**config.mk**
```make
export PLATFORM = sky130hd
export DESIGN_NAME = fifo_stream_reader_flat
export DESIGN_NICKNAME = d
export VERILOG_FILES = /design/src/rtl/shared_pkg.sv /design/src/rtl/fifo_stream_reader_if.sv /design/src/rtl/fifo_rd_buf.sv /design/src/rtl/fifo_stream_reader.sv /design/src/flat_wrapper.sv
export SDC_FILE = /design/constraint.sdc
export NUM_CORES = 1
export LEC_CHECK = 0
export ABC_AREA = 1
export BUFFER_PORTS_ARGS = -buffer_cell sky130_fd_sc_hd__clkbuf_2
export CAP_MARGIN = 20
export CORE_ASPECT_RATIO = 1.4
export CORE_MARGIN = 2
export CORE_UTILIZATION = 50
export CTS_BUF_LIST = sky130_fd_sc_hd__clkbuf_8
export DETAILED_ROUTE_END_ITERATION = 12
export GPL_TIMING_DRIVEN = 0
export MAX_ROUTING_LAYER = met4
export PLACE_DENSITY_LB_ADDON = 0.25
export SETUP_SLACK_MARGIN = 0.15
export SYNTH_ARGS = -nofsm -noshare
export SYNTH_HDL_FRONTEND = slang
export SYNTH_SLANG_ARGS = --single-unit
```
**constraint.sdc**
```tcl
create_clock -name clk -period 1.95 [get_ports clk]
set_input_delay 0.195 -clock clk [delete_from_list [all_inputs] [get_ports clk]]
set_output_delay 0.195 -clock clk [all_outputs]
set_load 0.02 [all_outputs]
```
**src/rtl/shared_pkg.sv**
```systemverilog
// shared_pkg: word width, FIFO depth and read-counter width shared by the FIFO and its stream reader.
package shared_pkg;
  localparam int FIFO_WIDTH = 16;
  localparam int FIFO_DEPTH = 8;
  localparam int RD_COUNT_W = 16;
endpackage

```
**src/rtl/fifo_stream_reader_if.sv**
```systemverilog
// fifo_stream_reader_if: FIFO read port plus valid/ready output stream seen by the reader.
interface fifo_stream_reader_if;
  import shared_pkg::*;
  logic rd_en;
  logic empty;
  logic underflow;
  logic [FIFO_WIDTH-1:0] data_out;
  logic [FIFO_WIDTH-1:0] m_data;
  logic m_valid;
  logic m_ready;
  modport master (output rd_en, m_data, m_valid, input empty, underflow, data_out, m_ready);
  modport slave (input rd_en, m_data, m_valid, output empty, underflow, data_out, m_ready);
endinterface

```
**src/rtl/fifo_rd_buf.sv**
```systemverilog
// fifo_rd_buf: two-entry output buffer absorbing the FIFO's one-cycle read latency.
module fifo_rd_buf
  import shared_pkg::*;
(
  input  logic clk,
  input  logic rst_n,
  input  logic wr,
  input  logic pop,
  input  logic [FIFO_WIDTH-1:0] wdata,
  output logic [1:0] occ,
  output logic [FIFO_WIDTH-1:0] rdata
);
  logic [FIFO_WIDTH-1:0] mem [2];
  logic head, tail;
  always_ff @(posedge clk or negedge rst_n)
    if (!rst_n) begin
      mem[0] <= '0;
      mem[1] <= '0;
      head <= 1'b0;
      tail <= 1'b0;
      occ <= 2'd0;
    end else begin
      if (wr) begin
        mem[tail] <= wdata;
        tail <= ~tail;
      end
      if (pop) head <= ~head;
      occ <= occ + {1'b0, wr} - {1'b0, pop};
    end
  assign rdata = mem[head];
endmodule

```
**src/rtl/fifo_stream_reader.sv**
```systemverilog
// fifo_stream_reader: drains the FIFO read port onto a valid/ready stream at one word per cycle.
// Defining FIFO_RD_STATS_EN adds the rd_count pop counter output.
module fifo_stream_reader
  import shared_pkg::*;
(
  input  logic clk,
  input  logic rst_n,
  input  logic enable,
  fifo_stream_reader_if.master bus,
  output logic rd_err
`ifdef FIFO_RD_STATS_EN
  ,
  output logic [RD_COUNT_W-1:0] rd_count
`endif
);
  logic inflight, pop;
  logic [1:0] occ;
  logic [2:0] level;
  assign pop = bus.m_valid && bus.m_ready;
  // occupancy the buffer will have next cycle; a read is allowed only if a slot remains for it
  assign level = {1'b0, occ} + {2'b0, inflight} - {2'b0, pop};
  assign bus.rd_en = rst_n && enable && !bus.empty && level < 3'd2;
  assign bus.m_valid = occ != 2'd0;
  fifo_rd_buf u_buf (
    .clk(clk),
    .rst_n(rst_n),
    .wr(inflight),
    .pop(pop),
    .wdata(bus.data_out),
    .occ(occ),
    .rdata(bus.m_data)
  );
  always_ff @(posedge clk or negedge rst_n)
    if (!rst_n) begin
      inflight <= 1'b0;
      rd_err <= 1'b0;
    end else begin
      inflight <= bus.rd_en;
      rd_err <= rd_err | bus.underflow;
    end
`ifdef FIFO_RD_STATS_EN
  always_ff @(posedge clk or negedge rst_n)
    if (!rst_n) rd_count <= '0;
    else rd_count <= rd_count + {{(RD_COUNT_W-1){1'b0}}, pop};
`endif
endmodule

```
**src/flat_wrapper.sv**
```systemverilog
// flat-port wrapper written by rule: the top's interface ports become plain ports
module fifo_stream_reader_flat import shared_pkg::*;
  (clk, rst_n, enable, rd_err, bus_rd_en, bus_m_data, bus_m_valid, bus_empty, bus_underflow, bus_data_out, bus_m_ready);
  fifo_stream_reader_if bus_i ();
  input  logic clk;
  input  logic rst_n;
  input  logic enable;
  output logic rd_err;
  output wire logic [$bits(bus_i.rd_en)-1:0] bus_rd_en;
  output wire logic [$bits(bus_i.m_data)-1:0] bus_m_data;
  output wire logic [$bits(bus_i.m_valid)-1:0] bus_m_valid;
  input wire logic [$bits(bus_i.empty)-1:0] bus_empty;
  input wire logic [$bits(bus_i.underflow)-1:0] bus_underflow;
  input wire logic [$bits(bus_i.data_out)-1:0] bus_data_out;
  input wire logic [$bits(bus_i.m_ready)-1:0] bus_m_ready;
  assign bus_rd_en = bus_i.rd_en;
  assign bus_m_data = bus_i.m_data;
  assign bus_m_valid = bus_i.m_valid;
  assign bus_i.empty = bus_empty;
  assign bus_i.underflow = bus_underflow;
  assign bus_i.data_out = bus_data_out;
  assign bus_i.m_ready = bus_m_ready;
  fifo_stream_reader u_core (.clk(clk), .rst_n(rst_n), .enable(enable), .bus(bus_i), .rd_err(rd_err));
endmodule
```
* Word level (Yosys, flattened, before mapping)
Index checks and enable logic that the tools add are counted.
** Storage, ports and cells
- Bits in registers :: 38
- Bits in latches :: 0
- RAM bits :: 0
- Bits in read-only memories :: 0
- Memories kept :: 0
** Cells by class
- $add $sub $neg :: 4
- Multipliers :: 0
- Divide/modulo/power cells :: 0
- Order comparisons :: 4
- Equality and inequality tests :: 0
- Shift-type cells :: 0
- Multiplexer cells :: 6
- Bitwise operators :: 5
- Reduce and logical (&&, ||, !) cells :: 7
** Operators with widths (number)
- 16-bit two-way mux :: 4
- 32-bit bitwise mux :: 1
- 16-bit demux with 1-bit select :: 1
- 1-bit logical AND :: 5
- 2-bit greater-or-equal comparator (second input constant) :: 2
- 1-bit inverter with 2-bit output :: 2
- 2-bit by 1-bit adder with 3-bit output :: 1
- 3-bit by 2-bit < comparator with 1-bit output (second input constant) :: 1
- 3-bit by 1-bit subtractor with 3-bit output :: 1
- 2-bit by 1-bit adder with 2-bit output :: 1
- 2-bit by 1-bit < comparator with 1-bit output (second input constant) :: 1
- 1-bit inverter :: 2
- 2-bit nonzero test :: 1
- 2-bit by 1-bit subtractor with 2-bit output :: 1
- 1-bit zero test :: 1
- 1-bit OR :: 1

* Logic depth before layout (Yosys ltp)
- Word-level depth :: 6
- Depth in mapped cells :: 10
- Mapped depth without buffers :: 10

* By module
A second synthesis with hierarchy kept.
** Second synthesis, totals
- Cell total of the unflattened synthesis :: 214
- Area total of the unflattened synthesis :: 1880.6 µm²
** By module, submodules not included
- fifo_rd_buf :: instances 1, cells an instance 193, area an instance 1727.9 µm², sequential area each 900.9 µm²
- fifo_stream_reader :: instances 1, cells an instance 21, area an instance 152.6 µm², sequential area each 50.0 µm²

* Worst setup path before layout
No wires, ideal clock.
- Path kind :: flip-flop to output port
- Start point :: register u_core.u_buf.occ[1]
- End point :: output bus_rd_en
- Data arrival time :: 1999 ps
- Slack :: -244 ps
- Cell stages (with the launch flop) :: 10
- Path buffers :: 0
- Cell sequence :: dfrtp_1 > o21ai_0 > inv_1 > ha_1 > inv_1 > ha_1 > fa_1 > nor2_1 > nand3_1 > nor2_1
** Between the ends
- Cells in the longest elaborated chain, start to end :: 5
- Elaborated cells between the ends (all ways) :: 6
- Classes of those cells :: 2 x add/sub; 1 x order compare; 3 x reduce/logical
** RTL lines
- start, declared :: line fifo_rd_buf.sv:10 : output logic [1:0] occ,
- start signal, assigned :: line fifo_rd_buf.sv:28 : occ <= occ + {1'b0, wr} - {1'b0, pop};
- 2-bit nonzero test :: line fifo_stream_reader.sv:23 : assign bus.m_valid = occ != 2'd0;
- 1-bit logical AND :: line fifo_stream_reader.sv:19 : assign pop = bus.m_valid && bus.m_ready;
- named net u_core.pop :: line fifo_stream_reader.sv:16 : logic inflight, pop;
- 3-bit by 1-bit subtractor with 3-bit output :: line fifo_stream_reader.sv:21 : assign level = {1'b0, occ} + {2'b0, inflight} - {2'b0, pop};
- named net u_core.level[1] :: line fifo_stream_reader.sv:18 : logic [2:0] level;
- 3-bit by 2-bit < comparator with 1-bit output :: line fifo_stream_reader.sv:22 : assign bus.rd_en = rst_n && enable && !bus.empty && level < 3'd2;
- 1-bit logical AND :: line fifo_stream_reader.sv:22
- end, declared :: line flat_wrapper.sv:9 : output wire logic [$bits(bus_i.rd_en)-1:0] bus_rd_en;
The timed path passes the listed nets, and every way through them passes these cells.

* Final worst setup path
- Start point :: register u_core.u_buf.occ[0]
- End point :: output bus_rd_en
Same word-level chain as after synthesis.

==> summary.txt <==
Worst-skew pair later-pin latency: 0.28 ns
CTS Buffer Depth: 2
IO buf count: 40
Layout net count: 280
CTS tree: yes
Relative slew margins: 35.9%
Met1 wire length: 1.47 mm
CP Cell Sequence: o21ai_2 -> inv_1 -> ha_1 -> inv_1 -> ha_2 -> fa_1 -> nor2_1 -> nand3_1 -> nor2_4 -> clkbuf_8
Metal2 WL: 1.81 mm
Post-Place Cells: 283
Post-synthesis cell area: 1810 µm²
Core Util, Final: 64.6%
# Max-Cap Violations: 0
Least-Margin Pin Slew: 0.962 ns
Post-Syn Instances: 203
Dpl hpwl: 2.41 mm
Setup WS post-layout: -0.573 ns
Top post-synthesis cells by count: 88 x nand2_1, 38 x dfrtp_1, 24 x inv_1, 24 x o21ai_2, 8 x o21ai_1
RePlAce Congestion: 0.702
Failing checks: setup timing
Pre-CTS WS: -0.372 ns
Synth area leaders: dfrtp_1 53%, nand2_1 18%, o21ai_2 12%, inv_1 5.0%, buf_6 4.4%
Die Ht: 75.2 µm
Initial Util: 53.0%
GRT Total Usage: 21.4%
Drt wl/cell: 11.8 µm
Status: complete, but fails checks
Crit path top cell by count: inv_1
Final std cells w/o fill: 294
Final worst path period share: 129%
FMAX: 396 MHz
Routed WL: 3.48 mm
Reg clk slew, reported paths: 0.07 ns
Met3 WL: 171 µm
Cell area after layout: 2200 µm²
Area Growth Syn to Fin: 21.7%
Crit path largest cell delay: 0.43 ns
Residual DRC: 0
Peak VDD IR: 1.05 mV
H-Tree Depth: 2
Final Skew: 0.00252 ns
Dominant cell type by area after synthesis: dfrtp_1
Vias: 1426
Ys async rst share: 100%
Die area: 4120 µm²
Row count: 25
# IOs: 41
Synth Flop Type: dfrtp_1
CP required: 1.75 ns
PwrDens: 1700 nW/µm²
Critical Path Source Type: register
Critical Path End Type: primary output
Post-synthesis cell type count: 17
RSZ-0062 raised after global routing: true
DR vias/cell: 4.85
Setup-failing EPs final: 2
Core area: 3410 µm²
ANT cells: 0
Yosys warns: 0
Register-to-Register Path Depth: 10
Count leader, synth: nand2_1
Initial DRC count: 45
CTS buffer count: 5
Yosys top cell area share: 52.6%
Sequential area share after synthesis: 52.6%
Critical path class: register to primary output
Final Hold Fails: 0
Slew Viols, Final: 0
P_leak: 1.25 nW
Slowest-stage cell, CP: fa_1
Net Count, Synth: 228
DR top layer: met4
Root Driver: clkbuf_8
Yosys reg bits: 38
Share of cells above drive strength 1: 35.8%
TNS Setup: -0.680 ns
Clk sink count: 38
Remaining Overflow, GRT: 0
Hold Path Class: primary input to async pin
Largest net degree at the start of global routing: 40
CP arrival: 2.33 ns
WHS: 0.0550 ns
Die W: 54.8 µm
Post-synth EDFFs: 0
Global-route wire length before repair: 5.97 mm
Total power: 3.74 mW
Worst Path Max Fanout: 2
Vias in the first global route: 1351
Initial DRT Pass Iterations: 7
Initial antenna violation count: 0
Routed Antenna Nets: 0
Final Critical Period: 2.52 ns
Cell Area, Placed: 2070 µm²
Syn_area_per_cell: 8.91 µm²
[where the power goes]
group / internal [mW] / total, mW / leakage [nW] / switching, mW
logic: 0.739 / 1.88 / 0.770 / 1.14
clock network: 0.272 / 0.512 / 0.0431 / 0.240
registers: 1.16 / 1.35 / 0.432 / 0.190
[timing repair]
action,CTS,global route
hold buffers,0,0
cloned,0,0
buffers inserted,4,1
pin swaps,4,3
resized for setup,3,0
endpoints found under the setup margin,2,3
[cells in the final DEF, fill, tap and decap left out]
cell and count:
buf_2 1, buf_4 6, buf_6 7, clkbuf_2 39, clkbuf_8 7, dfrtp_1 38
fa_1 1, ha_1 1, ha_2 1, inv_1 24, inv_2 1, nand2_1 88
nand2_2 1, nand2_4 1, nand3_1 2, nor2_1 1, nor2_4 1, o21ai_1 8
o21ai_2 25, or2_2 1
[layout make-up]
type / instances / area [µm²]
clock buffer: 6 / 82.6
sequential: 38 / 951
timing repair buffer: 45 / 246
buffer: 9 / 91.3
inverter: 25 / 93.8
tap: 40 / 50.0
fill: 328 / 1210
multi-input combinational: 131 / 686
[state kept, by name, summed over array words and instances (netlist names)]
signal,flops
u_core.u_buf.occ,2
u_core.inflight,1
u_core.rd_err,1
u_core.u_buf.head,1
u_core.u_buf.mem,32
u_core.u_buf.tail,1
[worst max-delay path: cells and delay by family, from the launching register on]
family / cells / cell delay [ns]
compound gates: 1 / 0.15
fa+ha+maj: 3 / 0.87
buf+inv: 3 / 0.26
flops: 1 / 0.39
simple gates: 3 / 0.38
[final timing paths]
| kind | startpoint | endpoint | slack [ns] |
|---|---|---|---|
| max | u_core.u_buf.occ[0] | bus_rd_en | -0.57 |
| min | rst_n | u_core.u_buf.mem[0] | 0.06 |
| max reg2reg | u_core.u_buf.occ[0] | u_core.inflight | -0.11 |
| min reg2reg | u_core.rd_err | u_core.rd_err | 0.47 |
| max in group asynchronous | rst_n | u_core.u_buf.mem[5] | 1.30 |
| min in group clk | bus_underflow | u_core.rd_err | 0.10 |
[cell families after synthesis]
kind of cell | after synthesis | synth area share [%]
compound gates | 33 | 14.1
buf+inv | 34 | 10.2
fa+ha+maj | 3 | 2.49
simple gates | 95 | 20.6
flops | 38 | 52.6
[routing by layer]
metal,GRT usage (%),up-vias
met5,-,-
met1,24.2,665
met3,6.15,2
li1,-,720
met4,8.33,0
met2,34.9,39
No activity file was read; power rests on OpenSTA's default activity.
